==> src/rtl/mlru_repl_if.sv <==
// mlru_repl_if -- bundles the access, invalidate, victim-query and flush
// signals of mlru_repl_array.
//   master : requester side (drives strobes, receives victim answer / busy)
//   slave  : replacement array side
// Handshake: every request (acc_valid_*, inv_valid, vic_req, flush_req) is a
// single-cycle strobe with no ready. A request is taken on the rising edge
// where it is high and flush_busy is low; while flush_busy is high all
// requests are dropped. vic_valid is a one-cycle pulse and vic_way is
// meaningful only while vic_valid is high.
interface mlru_repl_if #(
    parameter int NUM_WAYS = 4,
    parameter int NUM_SETS = 16
);
    localparam int WAY_W = $clog2(NUM_WAYS);
    localparam int SET_W = $clog2(NUM_SETS);

    logic             acc_valid_0;
    logic [SET_W-1:0] acc_set_0;
    logic [WAY_W-1:0] acc_way_0;
    logic             acc_valid_1;
    logic [SET_W-1:0] acc_set_1;
    logic [WAY_W-1:0] acc_way_1;
    logic             inv_valid;
    logic [SET_W-1:0] inv_set;
    logic [WAY_W-1:0] inv_way;
    logic             vic_req;
    logic [SET_W-1:0] vic_set;
    logic             vic_valid;
    logic [WAY_W-1:0] vic_way;
    logic             flush_req;
    logic             flush_busy;

    modport master (
        output acc_valid_0, acc_set_0, acc_way_0,
        output acc_valid_1, acc_set_1, acc_way_1,
        output inv_valid, inv_set, inv_way,
        output vic_req, vic_set, flush_req,
        input  vic_valid, vic_way, flush_busy
    );

    modport slave (
        input  acc_valid_0, acc_set_0, acc_way_0,
        input  acc_valid_1, acc_set_1, acc_way_1,
        input  inv_valid, inv_set, inv_way,
        input  vic_req, vic_set, flush_req,
        output vic_valid, vic_way, flush_busy
    );
endinterface

==> src/rtl/mlru_repl_array.sv <==
// mlru_repl_array -- MRU-bit (pseudo-LRU) replacement state for a
// NUM_SETS x NUM_WAYS cache, with two access ports, a single-way invalidate,
// a registered victim query and a sequential one-set-per-cycle flush.
// Ports:
//   clk       : clock, all state on rising edge
//   rst_n     : asynchronous active-low reset, clears all state
//   bus       : mlru_repl_if slave modport (access/invalidate/victim/flush)
//   state_dbg : current FSM state (0 = IDLE, 1 = FLUSH)
module mlru_repl_array #(
    parameter int NUM_WAYS = 4,
    parameter int NUM_SETS = 16
) (
    input  logic         clk,
    input  logic         rst_n,
    mlru_repl_if.slave   bus,
    output logic         state_dbg
);
    localparam int WAY_W = $clog2(NUM_WAYS);
    localparam int SET_W = $clog2(NUM_SETS);

    typedef enum logic {
        IDLE  = 1'b0,
        FLUSH = 1'b1
    } state_t;

    state_t             state_q, state_d;
    logic [SET_W-1:0]   cnt_q, cnt_d;

    logic [NUM_WAYS-1:0] mbit_q  [NUM_SETS];
    logic [NUM_WAYS-1:0] valid_q [NUM_SETS];
    logic [NUM_WAYS-1:0] mbit_d  [NUM_SETS];
    logic [NUM_WAYS-1:0] valid_d [NUM_SETS];

    logic                idle;
    logic [NUM_WAYS-1:0] oh_0, oh_1, oh_inv;
    logic                vic_valid_q;
    logic [WAY_W-1:0]    vic_way_q;

    assign idle   = (state_q == IDLE);
    assign oh_0   = NUM_WAYS'(1) << bus.acc_way_0;
    assign oh_1   = NUM_WAYS'(1) << bus.acc_way_1;
    assign oh_inv = NUM_WAYS'(1) << bus.inv_way;

    // Lowest invalid way, else lowest way with mbit clear, else way 0.
    function automatic logic [WAY_W-1:0] pick_victim(
        input logic [NUM_WAYS-1:0] v,
        input logic [NUM_WAYS-1:0] m
    );
        logic [WAY_W-1:0] res;
        logic             found;
        res   = '0;
        found = 1'b0;
        for (int w = 0; w < NUM_WAYS; w++) begin
            if (!found && !v[w]) begin
                res   = WAY_W'(w);
                found = 1'b1;
            end
        end
        for (int w = 0; w < NUM_WAYS; w++) begin
            if (!found && !m[w]) begin
                res   = WAY_W'(w);
                found = 1'b1;
            end
        end
        return res;
    endfunction

    // FSM: next state and flush counter.
    always_comb begin
        state_d = state_q;
        cnt_d   = cnt_q;
        case (state_q)
            IDLE: begin
                if (bus.flush_req) begin
                    state_d = FLUSH;
                    cnt_d   = '0;
                end
            end
            FLUSH: begin
                if (cnt_q == SET_W'(NUM_SETS - 1)) begin
                    state_d = IDLE;
                    cnt_d   = '0;
                end else begin
                    cnt_d = cnt_q + SET_W'(1);
                end
            end
            default: begin
                state_d = IDLE;
                cnt_d   = '0;
            end
        endcase
    end

    always_ff @(posedge clk or negedge rst_n) begin
        if (!rst_n) begin
            state_q <= IDLE;
            cnt_q   <= '0;
        end else begin
            state_q <= state_d;
            cnt_q   <= cnt_d;
        end
    end

    // Per-set next mbit/valid. An invalidated way is removed from the hit
    // mask before the saturation test so it cannot trigger a reset of the
    // other ways' mbits, then cleared outright.
    always_comb begin
        logic [NUM_WAYS-1:0] hit, kill, merged;
        mbit_d  = mbit_q;
        valid_d = valid_q;
        for (int s = 0; s < NUM_SETS; s++) begin
            hit  = '0;
            kill = '0;
            if (idle && bus.acc_valid_0 && bus.acc_set_0 == SET_W'(s)) hit  = hit | oh_0;
            if (idle && bus.acc_valid_1 && bus.acc_set_1 == SET_W'(s)) hit  = hit | oh_1;
            if (idle && bus.inv_valid   && bus.inv_set   == SET_W'(s)) kill = oh_inv;
            hit    = hit & ~kill;
            merged = mbit_q[s] | hit;
            if (&hit) begin
                merged = '0;
            end else if (&merged) begin
                merged = hit;
            end
            mbit_d[s]  = merged & ~kill;
            valid_d[s] = (valid_q[s] | hit) & ~kill;
            if (!idle && cnt_q == SET_W'(s)) begin
                mbit_d[s]  = '0;
                valid_d[s] = '0;
            end
        end
    end

    always_ff @(posedge clk or negedge rst_n) begin
        if (!rst_n) begin
            for (int s = 0; s < NUM_SETS; s++) begin
                mbit_q[s]  <= '0;
                valid_q[s] <= '0;
            end
        end else begin
            mbit_q  <= mbit_d;
            valid_q <= valid_d;
        end
    end

    // Victim answer uses the pre-update state of the request cycle.
    always_ff @(posedge clk or negedge rst_n) begin
        if (!rst_n) begin
            vic_valid_q <= 1'b0;
            vic_way_q   <= '0;
        end else begin
            vic_valid_q <= idle && bus.vic_req;
            vic_way_q   <= (idle && bus.vic_req)
                         ? pick_victim(valid_q[bus.vic_set], mbit_q[bus.vic_set])
                         : '0;
        end
    end

    assign bus.vic_valid  = vic_valid_q;
    assign bus.vic_way    = vic_way_q;
    assign bus.flush_busy = !idle;
    assign state_dbg      = state_q;
endmodule

==> src/flat_wrapper.sv <==
// flat-port wrapper written by rule: the top's interface ports become plain ports
module mlru_repl_array_flat 
#(
    parameter int NUM_WAYS = 4,
    parameter int NUM_SETS = 16
)
  (clk, rst_n, state_dbg, bus_acc_valid_0, bus_acc_set_0, bus_acc_way_0, bus_acc_valid_1, bus_acc_set_1, bus_acc_way_1, bus_inv_valid, bus_inv_set, bus_inv_way, bus_vic_req, bus_vic_set, bus_flush_req, bus_vic_valid, bus_vic_way, bus_flush_busy);
  mlru_repl_if #(.NUM_WAYS(NUM_WAYS), .NUM_SETS(NUM_SETS)) bus_i ();
  input  logic clk;
  input  logic rst_n;
  output logic state_dbg;
  input wire logic [$bits(bus_i.acc_valid_0)-1:0] bus_acc_valid_0;
  input wire logic [$bits(bus_i.acc_set_0)-1:0] bus_acc_set_0;
  input wire logic [$bits(bus_i.acc_way_0)-1:0] bus_acc_way_0;
  input wire logic [$bits(bus_i.acc_valid_1)-1:0] bus_acc_valid_1;
  input wire logic [$bits(bus_i.acc_set_1)-1:0] bus_acc_set_1;
  input wire logic [$bits(bus_i.acc_way_1)-1:0] bus_acc_way_1;
  input wire logic [$bits(bus_i.inv_valid)-1:0] bus_inv_valid;
  input wire logic [$bits(bus_i.inv_set)-1:0] bus_inv_set;
  input wire logic [$bits(bus_i.inv_way)-1:0] bus_inv_way;
  input wire logic [$bits(bus_i.vic_req)-1:0] bus_vic_req;
  input wire logic [$bits(bus_i.vic_set)-1:0] bus_vic_set;
  input wire logic [$bits(bus_i.flush_req)-1:0] bus_flush_req;
  output wire logic [$bits(bus_i.vic_valid)-1:0] bus_vic_valid;
  output wire logic [$bits(bus_i.vic_way)-1:0] bus_vic_way;
  output wire logic [$bits(bus_i.flush_busy)-1:0] bus_flush_busy;
  assign bus_i.acc_valid_0 = bus_acc_valid_0;
  assign bus_i.acc_set_0 = bus_acc_set_0;
  assign bus_i.acc_way_0 = bus_acc_way_0;
  assign bus_i.acc_valid_1 = bus_acc_valid_1;
  assign bus_i.acc_set_1 = bus_acc_set_1;
  assign bus_i.acc_way_1 = bus_acc_way_1;
  assign bus_i.inv_valid = bus_inv_valid;
  assign bus_i.inv_set = bus_inv_set;
  assign bus_i.inv_way = bus_inv_way;
  assign bus_i.vic_req = bus_vic_req;
  assign bus_i.vic_set = bus_vic_set;
  assign bus_i.flush_req = bus_flush_req;
  assign bus_vic_valid = bus_i.vic_valid;
  assign bus_vic_way = bus_i.vic_way;
  assign bus_flush_busy = bus_i.flush_busy;
  mlru_repl_array #(.NUM_WAYS(NUM_WAYS), .NUM_SETS(NUM_SETS)) u_core (.clk(clk), .rst_n(rst_n), .bus(bus_i), .state_dbg(state_dbg));
endmodule
==> config.mk <==
export PLATFORM = sky130hd
export DESIGN_NAME = mlru_repl_array_flat
export DESIGN_NICKNAME = d
export VERILOG_FILES = /design/src/rtl/mlru_repl_if.sv /design/src/rtl/mlru_repl_array.sv /design/src/flat_wrapper.sv
export SDC_FILE = /design/constraint.sdc
export NUM_CORES = 1
export LEC_CHECK = 0
export CORE_MARGIN = 2
export CORE_UTILIZATION = 50
export CTS_BUF_LIST = sky130_fd_sc_hd__clkbuf_4 sky130_fd_sc_hd__clkbuf_8 sky130_fd_sc_hd__clkbuf_16
export CTS_CLUSTER_SIZE = 10
export DETAILED_ROUTE_END_ITERATION = 10
export PLACE_DENSITY = 0.7
export SLEW_MARGIN = 20
export SYNTH_ARGS = -nofsm -noshare
export SYNTH_HDL_FRONTEND = slang
export SYNTH_SLANG_ARGS = --single-unit
==> constraint.sdc <==
create_clock -name clk -period 2.4 [get_ports clk]
set_clock_uncertainty 0.15 [all_clocks]
set_input_delay 0.48 -clock clk [delete_from_list [all_inputs] [get_ports clk]]
set_output_delay 0.48 -clock clk [all_outputs]
set_load 0.02 [all_outputs]
Word-level counts from Yosys, hierarchy flattened
Index checks and enable logic that the tools add are counted.
{"block": "word_totals", "reg_bits": 136, "word_cells": 479, "inputBits": 29}
{"block": "classes", "n_shift": 3, "add_sub_neg": 1, "n_lt_le_gt_ge": 1, "n_mux": 139, "eq_ne": 61, "n_reduce_logical": 124, "n_bitwise": 114}
{"operator": "$mux 4", "n": 118}
{"operator": "$and 4x4->4", "n": 48}
{"operator": "$or 4x4->4", "n": 48}
{"operator": "$eq 4x4->1 const B", "n": 32}
{"operator": "$reduce_and 4->1", "n": 32}
{"operator": "$logic_and 1x1->1", "n": 75}
{"operator": "$eq 4x3->1 const B", "n": 16}
{"operator": "$not 4->4", "n": 16}
{"operator": "$bmux 4 s4", "n": 2}
{"operator": "$eq 4x2->1 const B", "n": 8}
{"operator": "$eq 4x1->1 const B", "n": 4}
{"operator": "$logic_not 4->1", "n": 4}
{"operator": "$mux 2", "n": 7}
{"operator": "$logic_not 1->1", "n": 13}
{"operator": "$shl 1x2->4 const A", "n": 3}
{"operator": "$mux 1", "n": 10}
{"operator": "$pmux 4 s2", "n": 1}
{"operator": "$ge 5x5->1 const B", "n": 1}
{"operator": "$not 4->5", "n": 1}
{"operator": "$add 4x1->4 const B", "n": 1}
{"operator": "$ne 2x2->1 const B", "n": 1}
{"operator": "$pmux 1 s2", "n": 1}
{"operator": "$not 1->1", "n": 1}

Longest topological paths before layout
Gate-level depths: netlist of the first run.
{"block": "depth", "depth_word": 26, "mapped_depth": 9}

Worst setup path before layout of the first run
No wires, ideal clock.
{"block": "synth_timing", "kind": "register to register", "start": "register u_core.state_q, in the netlist u_core.bus.flush_busy", "end": "register u_core.mbit_q[12] (netlist bit)", "setup_slack_ps": 1, "setup_ps": 104, "arrival_time_ps": 2145, "stages_incl_launch_ff": 10, "path_buffers": 3, "cell_sequence": "dfrtp_1 buf_6 or4b_4 buf_6 nor2_8 buf_6 a22oi_2 o22ai_2 o21ai_1 a221oi_1"}
{"element": "from (decl)", "line_no": "mlru_repl_array.sv:26", "rtl": "state_t state_q, state_d;"}
{"element": "from (signal assigned)", "line_no": "mlru_repl_array.sv:99", "rtl": "state_q <= state_d;"}
{"element": "to (signal assigned)", "line_no": "mlru_repl_array.sv:140", "rtl": "mbit_q <= mbit_d;"}
{"element": "to (decl)", "line_no": "mlru_repl_array.sv:29", "rtl": "logic [NUM_WAYS-1:0] mbit_q [NUM_SETS];"}

==> impl_metrics.py, run 1 <==
metrics = {
    "floorplanning": {
        "io_pins": 34,
        "die_x_um": 135.8,
        "die_area_mm2": 0.01845,
        "fp-row-count": 48,
        "initial_utilization_pct": 50.77,
        "placeableCoreArea_mm2": 0.01712,
        "die_height_um": 135.8,
    },
    "grt": {
        "grt_pass1_vias": 9207,
        "grtUsageTotal_pct": 37.60,
        "grt_first_pass_wirelength_um": 51850,
        "global_route_total_overflow": 0,
        "grt_start_max_net_pins": 51,
        "grt_antenna_before_repair": 1,
    },
    "sta": {
        "post-route-period-util_pct": 99.48,
        "finalSetupViolations": 0,
        "final_max_slew_viol_count": 0,
        "max_freq_mhz": 418.9,
        "fin_hold_ws_ns": 0.3477,
        "max_slew.worst_pin.slew_ns": 0.6668,
        "period_minus_slack_ns": 2.387,
        "slew_headroom_pct": 55.38,
        "hold_viol_final": 0,
        "rsz0062_at_grt": "true",
        "smallest_setup_slack_after_layout_ns": 0.01252,
    },
    "drt": {
        "route.detailed.vias_per_inst": 6.653,
        "drt_iter0_markers": 1377,
        "post_drt_wl_per_cell_um": 23.72,
        "dr.pass1.iters": 7,
        "antenna_left": 0,
        "vias": 9561,
        "route.final.wire_length_um": 34080,
        "drc": 0,
    },
    "clock_network": {
        "clkTransAtPathRegs_ns": 0.06,
        "worst_skew_pair.late_latency_ns": 0.44,
        "tritoncts": "yes",
        "clock_tree.htree_level_count": 4,
        "cts.root.buffer_cell": "sky130_fd_sc_hd__clkbuf_16",
        "tritoncts_buffer_count": 17,
        "clock_sinks": 136,
        "cts_buffer_depth": 2,
    },
    "critical_path": {
        "cp_num_cells": 9,
        "critical_path_arrival_ns": 2.52,
        "reg2regPathDepth": 9,
        "crit_family": "compound AO/OA/AOI/OAI gates",
        "slowest_delay_ns": 0.41,
        "ordered_cell_list_for_the_critical_path": "buf_4, nor4b_2, buf_4, buf_12, nand3_1, a22oi_2, o22ai_2, o31ai_1, a221oi_1",
        "critPathCaptureType": "register",
        "critical_path_peak_fanout": 10,
        "critical-path-slowest-cell": "sky130_fd_sc_hd__dfrtp_1",
        "required_time_worst_endpoint_ns": 2.53,
        "worst_setup_path_start_kind": "register",
        "cp_num_buf_inv": 3,
        "critPathKind": "reg -> reg",
        "critical-path-top-cell-by-count": "sky130_fd_sc_hd__buf_4",
    },
    "synth": {
        "ys.flop_type": "sky130_fd_sc_hd__dfrtp_1",
        "ys_warn_count": 0,
        "average_cell_area_after_synthesis_um2": 9.285,
        "postSynthCellCount": 936,
        "synth_seq_cells": 136,
        "synth_nets": 969,
        "yosys.cell_types.count": 49,
        "synth-seq-area-share_pct": 39.16,
        "ys_async_sr_fraction_pct": 100.0,
        "synth-edff-count": 0,
        "netlist_area_pre_place_mm2": 0.008691,
    },
    "pwr": {
        "total_leakage_power_nw": 5.792,
        "ir_drop_uv": 708.9,
        "power_per_cell_area_mw_per_mm2": 644.6,
    },
    "cells_and_area": {
        "layout_cell_share_with_drive_strength_beyond_1_pct": 36.33,
        "final_cell_mix": "sky130_fd_sc_hd__buf_4, sky130_fd_sc_hd__dfrtp_1, sky130_fd_sc_hd__nand2_1",
        "final_common_cell": "sky130_fd_sc_hd__buf_4",
        "finalNonFillerCells": 1437,
        "fillCellCount": 1279,
        "flow.area_growth_from_synthesis_pct": 40.80,
        "num-nets-final": 1231,
    },
    "place": {
        "io_buf_count": 33,
        "dp.final_hpwl_um": 24710,
        "worst_setup_slack_after_placement_ns": -0.4742,
        "placed_cells": 1401,
        "place.gp.congestion": 1.071,
    },
    "hold_path": {
        "type_of_the_worst_min_delay_path": "reg -> reg",
        "min_delay_path_depth": 1,
    },
    "status": {
        "result_of_the_run": "complete, no violations",
    },
    "job": {
        "timing.max_cap.violations": 0,
    },
}
## area by class of cell
class	instances	area, µm²	area share (%)
tap	225	281.5	2.301
clock inverter	11	173.9	1.421
sequential	136	3403	27.81
multi-input combinational	676	5146	42.06
clock buffer	21	455.4	3.722
antenna	1	2.502	0.02045
timing repair buffer	307	2549	20.83
inverter	60	225.2	1.840
## sequential cells by signal (all words and copies together) (netlist names)
| signal | count |
|---|---|
| u_core.bus.vic_valid | 1 |
| u_core.bus.vic_way | 2 |
| u_core.valid_q | 64 |
| u_core.cnt_q | 4 |
| u_core.bus.flush_busy | 1 |
| u_core.mbit_q | 64 |
## final timing paths
kind,start,to,slack [ns]
hold reg to reg,u_core.valid_q[47],u_core.valid_q[47],0.35
min in group asynchronous,rst_n,u_core.mbit_q[5],0.36
max in group asynchronous,rst_n,u_core.mbit_q[26],1.03
hold / removal,u_core.valid_q[47],u_core.valid_q[47],0.35
setup reg to reg,u_core.bus.flush_busy,u_core.mbit_q[29],0.01
setup / recovery,u_core.bus.flush_busy,u_core.mbit_q[29],0.01
## worst reg2reg max path: cells and delay by family, from the launching register on
family / cells / cell delay, ns
simple gates: 2 / 0.40
buf+inv: 3 / 0.52
compound gates: 4 / 0.76
flops: 1 / 0.41
## cell families (layout without fill, tap and decap cells)
family / Yosys count / in the layout / synth area share, %
AOI/OAI and AO/OA: 335 / 335 / 27.97
muxes: 38 / 38 / 9.444
other: 0 / 1 / 0
buffers and inverters: 124 / 399 / 5.860
adders and majority gates: 4 / 4 / 0.5759
DFF: 136 / 136 / 39.16
and+or+nand+nor: 299 / 299 / 16.99
## per-layer routing
layer / vias up / global-route usage, % / share of wire, %
li1: 4120 / - / -
met1: 4546 / 50.45 / 38
met2: 700 / 56.51 / 43
met3: 195 / 9.694 / 12
met4: 0 / 19.10 / 6.1
met5: - / 0 / 0
## what timing repair did
| action | 4_1_cts | 5_1_grt |
|---|---|---|
| gates resized for setup | 4 | 77 |
| setup endpoints to repair | 4 | 50 |
| hold buffers | 1 | 0 |
| hold endpoints to repair | 35 | 0 |
| pin swaps | 5 | 27 |
| setup buffers | 1 | 1 |
## synthesized netlist by cell type (12+ instances only)
library cell,n,share of area [%]
sky130_fd_sc_hd__inv_1,60,2.6
sky130_fd_sc_hd__nand2_1,99,4.3
sky130_fd_sc_hd__buf_2,14,0.81
sky130_fd_sc_hd__o211a_1,16,1.8
sky130_fd_sc_hd__a221oi_1,49,4.9
sky130_fd_sc_hd__a21oi_1,42,2.4
sky130_fd_sc_hd__o31ai_1,19,1.6
sky130_fd_sc_hd__a211oi_1,28,2.4
sky130_fd_sc_hd__clkbuf_1,44,1.9
sky130_fd_sc_hd__dfrtp_1,136,39
sky130_fd_sc_hd__nand3_1,81,4.7
sky130_fd_sc_hd__o22ai_1,41,3.0
sky130_fd_sc_hd__o221a_2,12,1.6
sky130_fd_sc_hd__a22oi_1,43,3.7
sky130_fd_sc_hd__nor2b_1,14,1.0
sky130_fd_sc_hd__o21ai_0,36,2.1
sky130_fd_sc_hd__nor2_1,65,2.8
sky130_fd_sc_hd__o21a_1,16,1.4
sky130_fd_sc_hd__mux4_2,35,9.1
## power by group
part	switching [mW]	leakage (nW)	internal, mW
Sequential	0.375	1.88	2.61
Clock	1.06	0.313	1.79
Combinational	1.19	3.60	0.864
Total	2.62	5.79	5.26
## metrics by stage
| stage | util (%) | instance area, µm² | power [mW] | TNS (ns) |
|---|---|---|---|---|
| finish | 71.49 | 12240 | 7.888 | 0 |
| global route | 71.48 | 12230 | 8.131 | -0.8067 |
| detailed placement | 65.58 | 11220 | 4.913 | -23.37 |
| CTS | 69.46 | 11890 | 7.733 | 0 |
| global placement | 65.58 | 11220 | 4.871 | -19.99 |
| floorplan | - | 8691 | 3.975 | 0 |
Power figures use the tool's default switching activity.
==> run 2: changes to the inputs <==
- CELL_PAD_IN_SITES_DETAIL_PLACEMENT: unset -> 0
- CELL_PAD_IN_SITES_GLOBAL_PLACEMENT: unset -> 1
- CORE_MARGIN: 2 -> 1
- CORE_UTILIZATION: 50 -> 44
- PLACE_DENSITY: 0.7 -> 0.77
- clock period: 2.4 -> 1.9 ns (I/O delays scaled with it)
==> run 2 against run 1 <==
Effect of this change: the flow now finishes with violations (negative setup slack); first-iteration DRC count is 0.15% higher; critical path depth down 2; routed wire length grew 18%; via count grew 7.5%; sequential share of layout area down 4.8 points; clock-buffer cell count is 1 lower; critical path type unchanged; register-to-register slack got worse by 0.70 ns; fmax shrank 7.7%.
==> impl_metrics.py, run 2 (same netlist as run 1, synthesis figures left out) <==
metrics = {
    "status": {
        "result_of_the_run": "finished, violations left",
        "violations": "negative setup slack",
    },
    "critical_path": {
        "reg2regPathDepth": 7,
        "critical-path-slowest-cell": "sky130_fd_sc_hd__dfrtp_4",
        "worst_setup_path_start_kind": "register",
        "critPathKind": "reg -> reg",
        "rr_endpoint": "u_core.mbit_q[45]",
        "critical_path_arrival_ns": 2.74,
        "critical_path.reg2reg.startpoint": "u_core.bus.flush_busy",
        "reg2reg_setup_slack_ns": -0.69,
        "required_time_worst_endpoint_ns": 2.05,
        "critical_path_peak_fanout": 6,
        "cp_num_buf_inv": 1,
        "cp-startpoint": "u_core.bus.flush_busy",
        "critPathCaptureType": "register",
        "crit_family": "compound AO/OA/AOI/OAI gates",
        "ordered_cell_list_for_the_critical_path": "or4b_4, buf_12, nor2_8, a22oi_2, o22ai_2, o31ai_1, a221oi_1",
        "slowest_delay_ns": 0.57,
    },
    "sta": {
        "finalSetupViolations": 132,
        "period_minus_slack_ns": 2.586,
        "post-route-period-util_pct": 136.1,
        "rsz0062_at_grt": "true",
        "max_freq_mhz": 386.7,
        "smallest_setup_slack_after_layout_ns": -0.6860,
        "max_slew.worst_pin.slew_ns": 0.5394,
        "hold_viol_final": 0,
        "slew_headroom_pct": 64.04,
        "fin_hold_ws_ns": 0.2716,
        "final_max_slew_viol_count": 0,
    },
    "grt": {
        "grt_start_max_net_pins": 43,
        "grt_antenna_before_repair": 1,
        "grtUsageTotal_pct": 38.09,
        "grt_pass1_vias": 9836,
        "global_route_total_overflow": 0,
        "grt_first_pass_wirelength_um": 56810,
    },
    "cells_and_area": {
        "antenna_cells": 0,
        "top_regs": "u_core.mbit_q x64, u_core.valid_q x64, u_core.cnt_q x4",
        "final_cell_mix": "sky130_fd_sc_hd__buf_4, sky130_fd_sc_hd__dfrtp_1, sky130_fd_sc_hd__buf_6",
        "final_common_cell": "sky130_fd_sc_hd__buf_4",
        "flow.area_growth_from_synthesis_pct": 70.62,
        "layout_cell_share_with_drive_strength_beyond_1_pct": 56.79,
        "num-nets-final": 1323,
        "fillCellCount": 1221,
        "finalNonFillerCells": 1568,
    },
    "drt": {
        "antenna_left": 0,
        "route.final.wire_length_um": 40360,
        "post_drt_wl_per_cell_um": 25.74,
        "drc": 0,
        "vias": 10278,
        "route.detailed.vias_per_inst": 6.555,
        "drt_iter0_markers": 1379,
        "dr.pass1.iters": 6,
    },
    "floorplanning": {
        "placeableCoreArea_mm2": 0.01940,
        "die_height_um": 142.5,
        "die_x_um": 142.5,
        "fp-row-count": 51,
        "initial_utilization_pct": 44.80,
        "io_pins": 34,
        "die_area_mm2": 0.02032,
    },
    "pwr": {
        "power_per_cell_area_mw_per_mm2": 722.4,
        "total_leakage_power_nw": 6.726,
        "ir_drop_uv": 791.9,
    },
    "place": {
        "io_buf_count": 33,
        "dp.final_hpwl_um": 26430,
        "placed_cells": 1496,
        "place.gp.congestion": 0.9805,
    },
    "clock_network": {
        "clock_tree.htree_level_count": 4,
        "cts_buffer_depth": 2,
        "worst_skew_pair.late_latency_ns": 0.43,
        "tritoncts_buffer_count": 17,
        "tritoncts": "yes",
        "clock_sinks": 136,
        "cts.root.buffer_cell": "sky130_fd_sc_hd__clkbuf_16",
        "clkTransAtPathRegs_ns": 0.06,
    },
    "job": {
        "timing.max_cap.violations": 0,
    },
    "hold_path": {
        "type_of_the_worst_min_delay_path": "in -> async",
    },
}
run 2: cell count changes in the layout (fill, tap and decap cells not counted), moves of 18 or more:
cell                       previous run  this run
sky130_fd_sc_hd__a211oi_2             0        18
sky130_fd_sc_hd__a21oi_2              4        25
sky130_fd_sc_hd__nand2_1             98        58
sky130_fd_sc_hd__nand2_4              0        18
sky130_fd_sc_hd__a21oi_1             38        12
sky130_fd_sc_hd__o21ai_0             26         3
sky130_fd_sc_hd__o22ai_4              1        23
sky130_fd_sc_hd__nor2_1              64        44
sky130_fd_sc_hd__a211oi_1            28        10
sky130_fd_sc_hd__nand3_1             81        57
sky130_fd_sc_hd__buf_6                2        60
sky130_fd_sc_hd__a22oi_2             14        36
sky130_fd_sc_hd__a22oi_1             30         8
run 2: worst max path at each step:
stage	end	slack (ns)	depth (start not counted)
after floorplan	u_core.mbit_q[12]	-0.40	9
after global placement	u_core.bus.vic_way[1]	-0.81	8
after detailed placement	u_core.mbit_q[63]	-0.85	7
after CTS	u_core.mbit_q[12]	-0.50	7
after global routing	u_core.mbit_q[45]	-0.69	7
final	u_core.mbit_q[45]	-0.69	7
run 2: where the power goes:
| part | internal, mW | total, mW | switching [mW] |
|---|---|---|---|
| logic | 1.54 | 3.53 | 1.99 |
| clock network | 2.04 | 3.47 | 1.43 |
| registers | 3.30 | 3.72 | 0.413 |
run 2: timing repair:
action / 4_1_cts / 5_1_grt
cloned: 1 / 1
endpoints found under the setup margin: 131 / 134
hold buffers: 1 / 0
buffers inserted: 28 / 25
pin swaps: 102 / 83
resized for setup: 256 / 166
endpoints found under the hold margin: 28 / 0
run 2: layer usage:
layer | routed length, µm | part of all wire (%) | track usage, %
met1 | 14940 | 37 | 47.78
met2 | 18380 | 46 | 60.29
met3 | 4651 | 12 | 12.08
met4 | 2380 | 5.9 | 16.41
met5 | 13 | 0.032 | 0
run 2: layout make-up:
cell class	count	area [µm²]	area share (%)
Inverter	60	225.2	1.519
Clock buffer	20	460.4	3.105
Sequential cell	136	3411	23.00
Tap cell	265	331.6	2.236
Timing Repair Buffer	399	3690	24.88
Clock inverter	12	141.4	0.9535
Multi-Input combinational cell	676	6569	44.30
run 2: stage by stage:
step	power (mW)	setup WS (ns)	utilization (%)	setup TNS [ns]	cell area (µm²)
after global placement	6.505	-0.8120	62.25	-68.59	12080
after CTS	10.26	-0.4973	71.61	-36.84	13890
after floorplan	5.080	-0.3969	-	-17.01	9050
after global routing	11.02	-0.6923	76.44	-51.72	14830
after detailed placement	6.564	-0.8521	62.25	-71.40	12080
final	10.71	-0.6860	76.44	-45.06	14830
==> run 3: changes to the inputs <==
- CELL_PAD_IN_SITES_DETAIL_PLACEMENT: 0 -> 2
- CELL_PAD_IN_SITES_GLOBAL_PLACEMENT: 1 -> 2
- CORE_UTILIZATION: 44 -> 36
==> run 3 against run 2 <==
Effect of this change: the run now fails in clock tree synthesis; synthesized area did not move; synthesized cell count did not move.
==> impl_metrics.py, run 3 <==
metrics = {
    "place": {
        "worst_setup_slack_after_placement_ns": -1.076,
        "io_buf_count": 33,
        "place.gp.congestion": 0.9630,
        "dp.final_hpwl_um": 39560,
    },
    "synth": {
        "average_cell_area_after_synthesis_um2": 9.285,
        "yosys.cell_types.count": 49,
        "synth_nets": 969,
        "netlist_area_pre_place_mm2": 0.008691,
        "synth_top_area_share_pct": 39.16,
        "netlist_top_cells_count": "sky130_fd_sc_hd__dfrtp_1, sky130_fd_sc_hd__nand2_1, sky130_fd_sc_hd__nand3_1",
        "post-synth-top-count-cell": "sky130_fd_sc_hd__dfrtp_1",
        "synth-edff-count": 0,
        "ys_warn_count": 0,
        "synth_top_cell_by_area": "sky130_fd_sc_hd__dfrtp_1",
        "synth_seq_cells": 136,
        "netlist_top_cells_area": "sky130_fd_sc_hd__dfrtp_1, sky130_fd_sc_hd__mux4_2, sky130_fd_sc_hd__a221oi_1",
        "postSynthCellCount": 936,
        "synth-seq-area-share_pct": 39.16,
        "ys.flop_type": "sky130_fd_sc_hd__dfrtp_1",
        "ys_async_sr_fraction_pct": 100.0,
    },
    "clock_network": {
        "clock_tree.htree_level_count": 4,
        "holdBufCountCts": 1,
        "tritoncts_buffer_count": 17,
        "cts_buffer_depth": 2,
        "postCtsResizedCells": 547,
        "clock_sinks": 136,
        "postCtsSetupBuffers": 41,
        "cts.root.buffer_cell": "sky130_fd_sc_hd__clkbuf_16",
    },
    "status": {
        "failing_step": "clock tree synthesis",
        "firstError": "[ERROR DPL-0033] detailed placement checks failed during check placement.",
        "result_of_the_run": "did not finish",
    },
    "floorplanning": {
        "io_pins": 34,
        "fp-row-count": 56,
        "die_height_um": 157.4,
        "initial_utilization_pct": 36.92,
        "die_x_um": 157.4,
    },
}
-- run 3: cell counts after synthesis --
No cell type changed its count.
-- run 3: per-stage QoR --
step	std cells	TNS, ns	area, µm²	hold WS, ns
floorplan	936	-17.01	9050	-0.06559
global placement	1552	-69.32	12240	0.1700
detailed placement	1552	-89.29	12240	0.1742
-- run 3: cell families after synthesis --
family                     Yosys count  share of synthesized area [%]
adders and majority gates            4                         0.5759
and+or+nand+nor                    299                          16.99
DFF                                136                          39.16
muxes                               38                          9.444
buffers and inverters              124                          5.860
AOI/OAI and AO/OA                  335                          27.97
==> run 4: changes to the inputs <==
- CELL_PAD_IN_SITES_DETAIL_PLACEMENT: 2 -> unset
- CELL_PAD_IN_SITES_GLOBAL_PLACEMENT: 2 -> unset
- CORE_UTILIZATION: 36 -> 35
- CTS_BUF_LIST: sky130_fd_sc_hd__clkbuf_4 sky130_fd_sc_hd__clkbuf_8 sky130_fd_sc_hd__clkbuf_16 -> unset
- CTS_CLUSTER_SIZE: 10 -> unset
- PLACE_DENSITY: 0.77 -> unset
- PLACE_DENSITY_LB_ADDON: unset -> 0.15
- clock period: 1.9 -> 2.5 ns (I/O delays scaled with it)
==> run 4 against run 3 <==
Effect of this change: the run now ends clean.
==> impl_metrics.py, run 4 (same netlist as run 1, synthesis figures left out) <==
metrics = {
    "cells_and_area": {
        "final_cell_mix": "sky130_fd_sc_hd__buf_4, sky130_fd_sc_hd__dfrtp_1, sky130_fd_sc_hd__nand2_1",
        "num-nets-final": 1202,
        "antenna_cells": 0,
        "final_common_cell": "sky130_fd_sc_hd__buf_4",
        "flow.area_growth_from_synthesis_pct": 37.34,
        "post-route-cell-area_mm2": 0.01194,
        "top_regs": "u_core.mbit_q x64, u_core.valid_q x64, u_core.cnt_q x4",
        "layout_cell_share_with_drive_strength_beyond_1_pct": 31.08,
        "fillCellCount": 2308,
    },
    "clock_network": {
        "clock_sinks": 136,
        "tritoncts_buffer_count": 17,
        "cts.root.buffer_cell": "sky130_fd_sc_hd__clkbuf_16",
        "worst_skew_pair.late_latency_ns": 0.43,
        "tritoncts": "yes",
        "cts_buffer_depth": 2,
        "clock_tree.htree_level_count": 4,
        "clkTransAtPathRegs_ns": 0.06,
    },
    "pwr": {
        "pwr-share-clk_pct": 36.3,
        "ir_drop_uv": 437.5,
        "intPower_mw": 4.971,
        "power_switching_share_pct": 33.09,
        "total_leakage_power_nw": 5.584,
        "power_frac_seq_pct": 38.2,
        "power.total_mw": 7.430,
        "power_switching_mw": 2.459,
        "power_per_cell_area_mw_per_mm2": 622.4,
        "share_comb_of_total_power_pct": 25.5,
    },
    "critical_path": {
        "worst_setup_path_start_kind": "register",
        "critical_path_arrival_ns": 1.79,
        "critical-path-slowest-cell": "sky130_fd_sc_hd__clkdlybuf4s50_1",
        "crit_family": "buffers and inverters",
        "critical_path_peak_fanout": 18,
        "critPathKind": "reg -> out",
        "critPathCaptureType": "output port",
        "cp_num_buf_inv": 2,
        "required_time_worst_endpoint_ns": 1.85,
        "slowest_delay_ns": 0.65,
        "ordered_cell_list_for_the_critical_path": "buf_4, clkdlybuf4s50_1",
    },
    "place": {
        "io_buf_count": 33,
        "place.gp.congestion": 0.9201,
        "dp.final_hpwl_um": 26250,
        "placed_cell_area_mm2": 0.01117,
    },
    "floorplanning": {
        "initial_utilization_pct": 35.74,
        "die_x_um": 159.6,
        "die_height_um": 159.6,
        "io_pins": 34,
        "fp-row-count": 57,
        "die_area_mm2": 0.02547,
        "placeableCoreArea_mm2": 0.02432,
    },
    "drt": {
        "vias": 8834,
        "route.detailed.vias_per_inst": 5.870,
        "antenna_left": 0,
        "dr.pass1.iters": 6,
        "drt_iter0_markers": 966,
        "post_drt_wl_per_cell_um": 22.90,
        "route.final.wire_length_um": 34470,
        "drc": 0,
    },
    "grt": {
        "grt_antenna_before_repair": 0,
        "grt_start_max_net_pins": 48,
        "grt_first_pass_wirelength_um": 52140,
        "grtUsageTotal_pct": 27.56,
        "global_route_total_overflow": 0,
        "grt_pass1_vias": 8591,
    },
    "sta": {
        "slew_headroom_pct": 53.94,
        "final_max_slew_viol_count": 0,
        "finalSetupViolations": 0,
        "hold_viol_final": 0,
        "max_slew.worst_pin.slew_ns": 0.6884,
        "period_minus_slack_ns": 2.444,
        "post-route-period-util_pct": 97.76,
        "rsz0062_at_grt": "false",
        "max_freq_mhz": 409.2,
    },
    "hold_path": {
        "type_of_the_worst_min_delay_path": "reg -> reg",
    },
    "job": {
        "timing.max_cap.violations": 0,
    },
    "status": {
        "result_of_the_run": "complete, no violations",
    },
}
-- run 4: path summary, 6_finish.rpt --
kind	slack (ns)	cells after the start	endpoint	from
max	0.06	2	bus_flush_busy	u_core.bus.flush_busy
min	0.34	1	u_core.valid_q[15]	u_core.valid_q[15]
max reg2reg	0.15	9	u_core.mbit_q[59]	u_core.bus.flush_busy
min reg2reg	0.34	1	u_core.valid_q[15]	u_core.valid_q[15]
max in group asynchronous	1.06	3	u_core.mbit_q[61]	rst_n
min in group asynchronous	0.44	2	u_core.valid_q[37]	rst_n
-- run 4: metal layers --
layer	vias up	routed length, µm	track usage [%]
li1	4040	-	-
met2	400	15580	42.81
met3	74	2925	6.330
met1	4320	14840	37.32
met4	0	1124	10.36
met5	-	0	0
-- run 4: timing repair --
action / CTS / global route
hold buffers: 1 / 0
gates resized for setup: 0 / 27
endpoints found under the hold margin: 44 / 0
buffers inserted: 0 / 1
endpoints found under the setup margin: 0 / 29
-- run 4: cell type report --
type	count	area, µm²	share of cell area (%)
multi-input cells	676	4945	41.43
flip-flops and latches	136	3403	28.51
repair buffers	278	2346	19.65
clock buffers	20	436.7	3.658
well taps	324	405.4	3.396
inverters	60	225.2	1.887
clock inverters	11	175.2	1.468
-- run 4: through the flow --
stage / utilization (%) / cells / TNS, ns / setup WS [ns] / hold slack, ns
6_report: 49.08 / 1505 / 0 / 0.05595 / 0.3414
5_1_grt: 49.08 / 1505 / 0 / 0.004074 / 0.3747
4_1_cts: 48.48 / 1504 / 0 / 0.05353 / 0.3448
3_5_place_dp: 45.92 / 1472 / -19.47 / -0.3983 / 0.3311
3_3_place_gp: 45.92 / 1472 / -17.91 / -0.3893 / 0.3246
2_1_floorplan: - / 936 / 0 / 0.1008 / 0.05441
-- run 4: power by group through the flow --
stage	sequential (mW)	combinational [mW]	clock, mW
after global placement	2.86	1.83	0
after floorplan	2.69	1.13	0
after CTS	2.82	1.85	2.73
after global routing	2.87	2.04	2.83
after detailed placement	2.85	1.84	0
final	2.84	1.89	2.70
-- run 4: worst register-to-register path, stage by stage, from the launching register on --
cell	delay, ns
sky130_fd_sc_hd__dfrtp_1	0.43
sky130_fd_sc_hd__buf_12	0.17
sky130_fd_sc_hd__nor4bb_4	0.32
sky130_fd_sc_hd__buf_6	0.19
sky130_fd_sc_hd__buf_12	0.12
sky130_fd_sc_hd__nand3_1	0.09
sky130_fd_sc_hd__a22oi_1	0.21
sky130_fd_sc_hd__o22ai_1	0.16
sky130_fd_sc_hd__o31ai_1	0.27
sky130_fd_sc_hd__a221oi_1	0.12
